<file path="src/rtl/turn_signal_ctrl.sv">
// turn_signal_ctrl
// Front end of the tail-light sequencer. It arbitrates the left, right and
// hazard requests and generates the step-rate strobe. A granted request is
// held until its 4-step light sequence wraps. Only hazard may cut a
// left/right sequence short.
module turn_signal_ctrl #(
    parameter int TICK_DIV = 4
) (
    input  logic       CLK,
    input  logic       Reset,
    input  logic       LeftReq,
    input  logic       RightReq,
    input  logic       Hazard,
    output logic       L,
    output logic       R,
    output logic       Step,
    output logic [1:0] Phase,
    output logic       Busy
);

    localparam int CW = (TICK_DIV > 1) ? $clog2(TICK_DIV) : 1;
    localparam logic [CW-1:0] DIV_LAST = CW'(TICK_DIV - 1);

    typedef enum logic [1:0] {
        IDLE  = 2'd0,
        LEFT  = 2'd1,
        RIGHT = 2'd2,
        HAZ   = 2'd3
    } state_t;

    logic [CW-1:0] div_cnt;
    state_t        state;
    state_t        state_nxt;
    state_t        decoded;
    logic [1:0]    phase;
    logic [1:0]    phase_nxt;
    logic          haz_req;
    logic          l_req;
    logic          r_req;
    logic          step_int;

    // Request arbitration: both levers together behave as a hazard request.
    always_comb begin
        haz_req = Hazard | (LeftReq & RightReq);
        l_req   = LeftReq & ~haz_req;
        r_req   = RightReq & ~haz_req;
        decoded = IDLE;
        if (haz_req)
            decoded = HAZ;
        else if (l_req)
            decoded = LEFT;
        else if (r_req)
            decoded = RIGHT;
    end

    // Free-running prescaler; the step strobe is decoded from its last count.
    always_ff @(posedge CLK) begin
        if (Reset)
            div_cnt <= '0;
        else if (div_cnt == DIV_LAST)
            div_cnt <= '0;
        else
            div_cnt <= div_cnt + CW'(1);
    end

    assign step_int = (div_cnt == DIV_LAST);

    // State and phase registers; they move only on step edges.
    always_ff @(posedge CLK) begin
        if (Reset) begin
            state <= IDLE;
            phase <= 2'd0;
        end else if (step_int) begin
            state <= state_nxt;
            phase <= phase_nxt;
        end
    end

    // Next state: hazard preempts left/right at once. Otherwise a running
    // sequence ignores the levers until phase wraps from 3 back to 0.
    always_comb begin
        state_nxt = state;
        phase_nxt = phase;
        case (state)
            IDLE: begin
                state_nxt = decoded;
                phase_nxt = 2'd0;
            end
            LEFT, RIGHT: begin
                if (haz_req) begin
                    state_nxt = HAZ;
                    phase_nxt = 2'd0;
                end else if (phase == 2'd3) begin
                    state_nxt = decoded;
                    phase_nxt = 2'd0;
                end else begin
                    phase_nxt = phase + 2'd1;
                end
            end
            HAZ: begin
                if (phase == 2'd3) begin
                    state_nxt = decoded;
                    phase_nxt = 2'd0;
                end else begin
                    phase_nxt = phase + 2'd1;
                end
            end
            default: begin
                state_nxt = IDLE;
                phase_nxt = 2'd0;
            end
        endcase
    end

    // Outputs are pure decodes of registered state, so no input reaches them combinationally.
    always_comb begin
        L     = (state == LEFT) || (state == HAZ);
        R     = (state == RIGHT) || (state == HAZ);
        Busy  = (state != IDLE);
        Phase = phase;
        Step  = step_int;
    end

endmodule
</file>
<file path="config.mk">
export PLATFORM = sky130hd
export DESIGN_NAME = turn_signal_ctrl
export DESIGN_NICKNAME = d
export VERILOG_FILES = /design/src/rtl/turn_signal_ctrl.sv
export SDC_FILE = /design/constraint.sdc
export NUM_CORES = 1
export LEC_CHECK = 0
export ABC_AREA = 1
export CAP_MARGIN = 20
export CORE_AREA = 2 2 39 41
export CTS_CLUSTER_DIAMETER = 30
export DETAILED_ROUTE_END_ITERATION = 8
export DIE_AREA = 0 0 41 43
export PLACE_DENSITY_LB_ADDON = 0.05
export SLEW_MARGIN = 20
export SYNTH_ARGS = -nofsm -noshare
export SYNTH_HDL_FRONTEND = slang
export SYNTH_SLANG_ARGS = --single-unit
export TNS_END_PERCENT = 50
</file>
<file path="constraint.sdc">
create_clock -name CLK -period 1.3 [get_ports CLK]
set_input_delay 0.39 -clock CLK [delete_from_list [all_inputs] [get_ports CLK]]
set_output_delay 0.39 -clock CLK [all_outputs]
set_load 0.01 [all_outputs]
</file>
==> impl_metrics.py, run 1 <==
metrics = {
    "placed_design": {
        "place.port_buffers": 10,
        "hpwlAfterDp_um": 748,
        "placed_cells": 102,
        "placed_area_um2": 626,
        "routabilityCongestion": 0.740,
    },
    "grt": {
        "track_usage_pct": 14.1,
        "grt_pass1_vias": 451,
        "grt_antenna_before_repair": 0,
        "grt_max_degree": 6,
        "grt.overflow.total": 0,
        "grt_pass1_wl_um": 1660,
    },
    "layout": {
        "diodes": 0,
        "postLayoutCoreUtil_pct": 51.4,
        "drive_gt1_share_pct": 41.1,
        "nNetsFinal": 104,
        "area_growth_syn_to_layout_pct": 59.6,
        "postLayoutCellArea_um2": 711,
        "final_cells": 106,
    },
    "floorplan": {
        "fp.dieW_um": 41,
        "die_h_um": 43,
        "io_pins": 11,
        "die_area_mm2": 0.00176,
        "start_util_pct": 32.2,
        "coreArea_mm2": 0.00138,
        "num_rows": 14,
    },
    "clocking": {
        "clock-sinks": 6,
        "ctsRootBufferMaster": "clkbuf_4",
        "cts_buffers": 3,
        "clock_path_buffers": 2,
        "postCtsHoldBufs": 0,
        "htree_levels": 1,
        "clk_latency_ps": 240,
        "cts.clk_slew.worst_paths_ps": 40,
        "cts_tree": "done",
    },
    "routing": {
        "route.detailed.drc": 0,
        "drtPass1Iterations": 2,
        "detail-route-antenna-nets": 0,
        "dr_total_vias": 470,
        "via_per_inst": 4.43,
        "drt_iter0_markers": 5,
        "routed_wl_um": 907,
        "wire_per_inst_um": 8.56,
    },
    "timing": {
        "drv_slew": 0,
        "setup_viol": 3,
        "fmax_ghz": 0.652,
        "tightest_slew_ps": 191,
        "finClkSkew_ps": 2.86,
        "finalCriticalPeriod_ps": 1530,
        "hold_violations": 0,
        "finalCritPeriodShare_pct": 118,
        "relSlewSlack_pct": 87.2,
        "timing.final.ws_setup_ps": -233,
        "rsz0062_at_grt": "yes",
    },
    "synth": {
        "synth_warnings": 0,
        "synth-compound-area-share_pct": 5.34,
        "yosysMostFrequentCell": "nand2_1",
        "synth_xor_area_share_pct": 0,
        "synth.top_cell.area_share_pct": 27.0,
        "synthFlopType": "dfxtp_1",
        "ys_top_cells_by_count": "nand2_1 (22), inv_1 (11), nor2_1 (8), ha_1 (7), dfxtp_1 (6)",
        "postSynth.asyncResetShare_pct": 0,
        "yosysTopAreaCell": "dfxtp_1",
        "synth.area.mux_share_pct": 0,
        "mappedNetlistArea_um2": 445,
        "ys_ff_latch": 6,
        "synth_nets": 80,
        "seq_area_frac_synth_pct": 27.0,
        "synthCells": 68,
        "synth_edf_count": 0,
        "synthSimpleGateAreaFrac_pct": 37.9,
        "synth.area.top_cells": "dfxtp_1 (27%), ha_1 (20%), nand2_1 (19%), inv_1 (9.3%), nor2_1 (6.7%)",
        "synth.distinct_cells": 14,
        "avgSynthCellArea_um2": 6.55,
        "synth_top_family_by_area": "simple AND/OR/NAND/NOR gates",
        "synth_fa_ha_area_share_pct": 19.7,
    },
    "setup_path": {
        "rr_startpoint": "state[0]",
        "r2r_slack_ps": 80,
        "endpoint_kind": "output port",
        "arrival_ps": 1140,
        "cp_data_required_time_ps": 910,
        "cp_slowest_cell": "dfxtp_4",
        "worstSetupPathType": "reg2out",
        "path_cells": "ha_2 -> or2_4 -> buf_6",
        "cp-endpoint": "R",
        "cp_max_fo": 4,
        "worstSetupStartpointType": "flip-flop",
        "critPathLaunch": "state[0]",
        "critPathMaxStageDelay_ps": 350,
        "reg2reg_depth": 9,
        "r2r-end": "Phase[0]",
    },
    "run_status": {
        "failed_checks": "setup timing",
        "status": "finished with violations",
    },
    "worst_hold_path": {
        "hp-class": "reg2reg",
        "hold_depth": 1,
    },
    "power_and_ir_drop": {
        "power_density_mw_per_mm2": 755,
        "max-vdd-ir-drop_v": 0.000442,
        "power_uw": 536,
        "leakage_uw": 0.000364,
    },
    "flow_run": {
        "drv_cap": 0,
    },
}
[layer usage]
| metal | wire length (um) | vias to the layer above | global-route usage [%] |
|---|---|---|---|
| met5 | 0 | - | 0 |
| met3 | 27 | 2 | 3.14 |
| met1 | 408 | 209 | 15.9 |
| met4 | 12 | 0 | 10.0 |
| met2 | 459 | 6 | 21.9 |
| li1 | - | 253 | - |
[cells by family after synthesis]
kind of cell / after synthesis
and+or+nand+nor: 39
buffers and inverters: 12
AOI/OAI and AO/OA: 4
adders and majority gates: 7
DFF: 6
[metrics by stage]
stage / hold WS, ps / setup slack, ps / setup TNS [ps]
2_1_floorplan: 399 / 16.8 / 0
5_1_grt: 413 / -288 / -753
6_report: 400 / -233 / -589
3_3_place_gp: 417 / -447 / -1760
4_1_cts: 418 / -243 / -757
3_5_place_dp: 411 / -446 / -1750
[report_power, final]
group	internal [uW]	leakage, uW	total (uW)	switching, uW
registers	196	0.0000507	204	7.89
logic	86.5	0.000299	161	74.6
clock network	104	0.0000138	171	66.9
[repair_timing]
| action | in CTS | in global routing |
|---|---|---|
| buffers inserted | 0 | 1 |
| pin swaps | 1 | 1 |
| gates resized for setup | 29 | 12 |
| setup endpoints to repair | 10 | 8 |
| gates cloned | 0 | 0 |
[layout make-up]
class	count	area (um^2)
clock buffers	3	22.5
inverters	12	45.0
flip-flops and latches	6	129
repair buffers	19	171
well taps	16	20.0
fillers	157	673
multi-input cells	50	323
[registers in the layout, indices dropped and copies added, names as in the netlist]
name     cells
Phase        2
div_cnt      2
state        2
[cells in the final DEF (no fill, tap or decap)]
cell type and instances:
nand2_2 3, buf_4 7, buf_6 5, dfxtp_1 3
nor2_1 8, buf_2 1, ha_1 1, nand3_2 1
inv_1 8, dfxtp_2 1, nand2_1 21, ha_4 2
clkdlybuf4s50_1 4, nand3_1 3, dfxtp_4 2, o21ai_1 1
inv_2 4, ha_2 4, dlygate4sd2_1 2, a21oi_1 2
clkbuf_4 3, nor2_2 1, or2_4 2, o21ai_2 1
[worst max-delay path, delay by kind of cell, from the launching register on]
kind,cells,cell delay [ps]
simple gates,1,240
buf+inv,1,120
fa+ha+maj,1,190
flops,1,350
[how the worst min path moves through the flow]
stage / start / to / slack, ps
after floorplan: div_cnt[0] / div_cnt[0] / 400
after global placement: div_cnt[0] / div_cnt[0] / 420
after detailed placement: div_cnt[0] / div_cnt[0] / 410
final: div_cnt[0] / div_cnt[0] / 400
after global routing: div_cnt[0] / div_cnt[0] / 410
after CTS: div_cnt[0] / div_cnt[0] / 420
(Power assumes the default switching activity.)
==> run 2: changes to the inputs <==
==> constraint.sdc (replaced) <==
create_clock -name CLK -period 1.69 [get_ports CLK]
set_input_delay 0.507 -clock CLK [delete_from_list [all_inputs] [get_ports CLK]]
set_output_delay 0.507 -clock CLK [all_outputs]
set_load 0.01 [all_outputs]
==> impl_metrics.py, run 2 (synthesis results as in run 1) <==
metrics = {
    "run_status": {
        "status": "finished with violations",
        "failed_checks": "setup timing",
    },
    "timing": {
        "setup_viol": 2,
        "rsz0062_at_grt": "yes",
        "drv_slew": 0,
        "fmax_ghz": 0.589,
        "relSlewSlack_pct": 85.6,
        "finalCriticalPeriod_ps": 1700,
        "hold_violations": 0,
        "finClkSkew_ps": 2.00,
        "finalCritPeriodShare_pct": 100,
        "tightest_slew_ps": 214,
        "timing.final.ws_setup_ps": -7.18,
    },
    "layout": {
        "multi_input_area_um2": 315,
        "postLayoutCoreUtil_pct": 49.8,
        "most-common-layout-cells": "nand2_1 (22), inv_1 (9), nor2_1 (8), clkdlybuf4s50_1 (6), buf_4 (6)",
        "ff_latch_area_um2": 125,
        "fillCellCount": 151,
        "drive_gt1_share_pct": 33.0,
        "nNetsFinal": 102,
        "area_growth_syn_to_layout_pct": 54.8,
        "diodes": 0,
        "final_common_cell": "nand2_1",
        "postLayoutCellArea_um2": 689,
    },
    "routing": {
        "routed_wl_um": 932,
        "drt_iter0_markers": 6,
        "drtPass1Iterations": 4,
        "wire_per_inst_um": 8.96,
        "detail-route-antenna-nets": 0,
        "dr_total_vias": 459,
        "via_per_inst": 4.41,
        "route.detailed.drc": 0,
    },
    "setup_path": {
        "cp-endpoint": "L",
        "path_cells": "buf_6 -> inv_4 -> ha_4 -> or2_4 -> buf_6",
        "rr_startpoint": "state[0]",
        "critPathMaxStageDelay_ps": 340,
        "reg2reg_depth": 9,
        "worstSetupStartpointType": "flip-flop",
        "cp_data_required_time_ps": 1180,
        "cp_slowest_cell": "dfxtp_2",
        "r2r-end": "Phase[0]",
        "endpoint_kind": "output port",
        "r2r_slack_ps": 310,
        "critPathLaunch": "state[1]",
        "cp_common_cell": "buf_6",
        "worstSetupPathType": "reg2out",
        "cp_max_fo": 3,
        "arrival_ps": 1190,
    },
    "floorplan": {
        "die_h_um": 43,
        "fp.dieW_um": 41,
        "coreArea_mm2": 0.00138,
        "io_pins": 11,
        "num_rows": 14,
        "start_util_pct": 32.2,
        "die_area_mm2": 0.00176,
    },
    "placed_design": {
        "hpwlAfterDp_um": 732,
        "placed_area_um2": 603,
        "routabilityCongestion": 0.744,
        "place.port_buffers": 10,
    },
    "grt": {
        "grt_pass1_wl_um": 1410,
        "grt.overflow.total": 0,
        "grt_max_degree": 6,
        "grt_pass1_vias": 387,
        "track_usage_pct": 12.3,
        "grt_antenna_before_repair": 0,
    },
    "power_and_ir_drop": {
        "power_density_mw_per_mm2": 586,
        "max-vdd-ir-drop_v": 0.000343,
        "leakage_uw": 0.000347,
    },
    "clocking": {
        "cts_buffers": 3,
        "clk_latency_ps": 240,
        "ctsRootBufferMaster": "clkbuf_4",
        "htree_levels": 1,
        "postCtsHoldBufs": 0,
        "cts.clk_slew.worst_paths_ps": 40,
        "clock_path_buffers": 2,
        "clock-sinks": 6,
        "cts_tree": "done",
    },
    "flow_run": {
        "drv_cap": 0,
    },
    "worst_hold_path": {
        "hp-class": "reg2reg",
    },
}
[run 2: changes by cell type in the layout (fill, tap and decap cells not counted), sizes merged]
cell           delta
buf               -3
clkdlybuf4s50     +2
dlygate4sd2       -1
[run 2: worst min-delay path by stage]
stage                     slack [ps]       start         end  cells past startpoint
after floorplan                  400  div_cnt[0]  div_cnt[0]                      1
after global placement           410  div_cnt[0]  div_cnt[0]                      1
after detailed placement         410  div_cnt[0]  div_cnt[0]                      1
after CTS                        430  div_cnt[0]  div_cnt[0]                      1
after global routing             470  div_cnt[0]  div_cnt[0]                      1
final                            430  div_cnt[0]  div_cnt[0]                      1
[run 2: power by group]
group	internal [uW]	switching [uW]	total [uW]
combinational	62.0	56.6	119
clock	80.1	48.1	128
sequential	151	6.22	157
[run 2: metrics by stage]
stage / total power, uW / TNS, ps / instances / hold slack, ps / setup WS, ps
2_1_floorplan: 217 / 0 / 68 / 399 / 273
3_3_place_gp: 262 / -409 / 99 / 414 / -148
3_5_place_dp: 261 / -455 / 99 / 414 / -162
4_1_cts: 397 / -127 / 103 / 426 / -73.7
5_1_grt: 436 / -107 / 104 / 471 / -51.8
6_report: 404 / -12.1 / 104 / 427 / -7.18
[run 2: what timing repair did]
item / in CTS / in global routing
pin swaps: 0 / 0
setup buffers: 1 / 1
resized for setup: 17 / 14
setup endpoints to repair: 4 / 2
[run 2: final cells by class]
type	instances	area share, %
inverter	12	6.90
clock buffer	3	3.27
timing repair buffer	17	23.0
multi-input combinational	50	45.7
sequential	6	18.1
tap	16	2.90
[run 2: worst max-delay path: cells and delay by family, from the launching register on]
kind                     cells  cell delay (ps)
AND/OR/NAND/NOR              1              220
buffers and inverters        3              250
flip-flops                   1              340
adder cells (fa/ha/maj)      1              140
[run 2: per-layer routing]
metal / routed length, um / global-route usage, %
met4: 18 / 8.00
met1: 413 / 13.0
met5: 0 / 0
met3: 47 / 5.24
met2: 452 / 18.8
==> run 3: changes to the inputs <==
--- a/config.mk
+++ b/config.mk
@@ -12,6 +12,7 @@
 export DETAILED_ROUTE_END_ITERATION = 8
 export DIE_AREA = 0 0 41 43
 export PLACE_DENSITY_LB_ADDON = 0.05
+export SKIP_CTS_REPAIR_TIMING = 1
 export SLEW_MARGIN = 20
 export SYNTH_ARGS = -nofsm -noshare
 export SYNTH_HDL_FRONTEND = slang
==> impl_metrics.py, run 3 (synthesis results as in run 1) <==
metrics = {
    "run_status": {
        "status": "finished with violations",
        "failed_checks": "setup timing",
    },
    "timing": {
        "fmax_ghz": 0.581,
        "rsz0062_at_grt": "yes",
        "drv_slew": 0,
        "tightest_slew_ps": 214,
        "finalCritPeriodShare_pct": 102,
        "finClkSkew_ps": 0.939,
        "timing.hold.ws_ps": 428,
        "relSlewSlack_pct": 85.6,
        "fin_tns_setup_ps": -49.9,
        "timing.final.ws_setup_ps": -30.0,
        "setup_viol": 2,
        "hold_violations": 0,
        "finalCriticalPeriod_ps": 1720,
    },
    "placed_design": {
        "place_ws_ps": -162,
        "routabilityCongestion": 0.744,
        "hpwlAfterDp_um": 732,
        "placed_cells": 99,
        "place.port_buffers": 10,
    },
    "layout": {
        "final_common_cell": "nand2_1",
        "final_cells": 102,
        "postLayoutCoreUtil_pct": 44.5,
        "diodes": 0,
        "area_growth_syn_to_layout_pct": 38.2,
        "nNetsFinal": 100,
        "most-common-layout-cells": "nand2_1 (22), inv_1 (9), nor2_1 (8), ha_1 (7), clkdlybuf4s50_1 (6)",
        "drive_gt1_share_pct": 26.7,
    },
    "power_and_ir_drop": {
        "clock_power_share_pct": 33.5,
        "max-vdd-ir-drop_v": 0.000349,
        "p_sw_uw": 103,
        "leakage_uw": 0.000351,
        "p_int_uw": 277,
        "pwr-share-comb_pct": 25.0,
        "power_density_mw_per_mm2": 618,
        "p_seq_share_pct": 41.5,
        "swShare_pct": 27.1,
    },
    "routing": {
        "drtPass1Iterations": 4,
        "routed_wl_um": 866,
        "route.detailed.drc": 0,
        "drt_iter0_markers": 5,
        "detail-route-antenna-nets": 0,
        "wire_per_inst_um": 8.49,
        "via_per_inst": 4.32,
        "dr_total_vias": 441,
    },
    "setup_path": {
        "arrival_ps": 1210,
        "worstSetupPathType": "reg2out",
        "cp_max_fo": 4,
        "cp_data_required_time_ps": 1180,
        "worstSetupStartpointType": "flip-flop",
        "endpoint_kind": "output port",
    },
    "floorplan": {
        "die_h_um": 43,
        "num_rows": 14,
        "fp.dieW_um": 41,
        "io_pins": 11,
        "coreArea_mm2": 0.00138,
        "start_util_pct": 32.2,
        "die_area_mm2": 0.00176,
    },
    "clocking": {
        "htree_levels": 1,
        "cts.clk_slew.worst_paths_ps": 40,
        "clock_path_buffers": 2,
        "clock-sinks": 6,
        "cts_tree": "done",
        "ctsRootBufferMaster": "clkbuf_4",
        "cts_buffers": 3,
        "clk_latency_ps": 240,
    },
    "grt": {
        "track_usage_pct": 12.1,
        "grt_pass1_vias": 379,
        "grt.overflow.total": 0,
        "grt_max_degree": 6,
        "grt_pass1_wl_um": 1380,
        "grt_antenna_before_repair": 0,
    },
    "flow_run": {
        "drv_cap": 0,
    },
    "worst_hold_path": {
        "hp-class": "reg2reg",
    },
}
## run 3: worst paths after layout
| check | start | endpoint | slack, ps | cells after the start |
|---|---|---|---|---|
| worst min register to register | div_cnt[0] | div_cnt[0] | 430 | 1 |
| worst min-delay path | div_cnt[0] | div_cnt[0] | 430 | 1 |
| worst max register to register | state[0] | Phase[0] | 360 | 9 |
| worst max-delay path | state[0] | L | -30 | 3 |
## run 3: layer usage
metal | track usage, % | share of wire [%]
met1 | 13.0 | 46
met2 | 18.1 | 47
met3 | 5.24 | 5.8
met4 | 8.00 | 1.0
met5 | 0 | 0
## run 3: area by class of cell
type                            instances  area, um^2
Inverter                               12        45.0
Tap cell                               16        20.0
Multi-Input combinational cell         50         280
Sequential cell                         6         123
Clock buffer                            3        22.5
Timing Repair Buffer                   15         125
Fill cell                             165         768
## run 3: power groups by stage
stage / registers, uW / clock network, uW / logic [uW]
after floorplan: 158 / 0 / 59.5
after global placement: 159 / 0 / 103
after detailed placement: 159 / 0 / 102
after CTS: 157 / 137 / 103
after global routing: 159 / 143 / 110
final: 158 / 128 / 95.0
## run 3: per-stage QoR
stage	total power, uW	cell area, um^2
after global placement	262	603
after CTS	396	626
after detailed placement	261	603
after floorplan	217	445
after global routing	411	616
final	380	616
## run 3: worst max-delay path, cell delays in order (launching register included)
cell,delay (ps)
dfxtp_2,330
ha_1,220
or2_2,290
buf_2,140
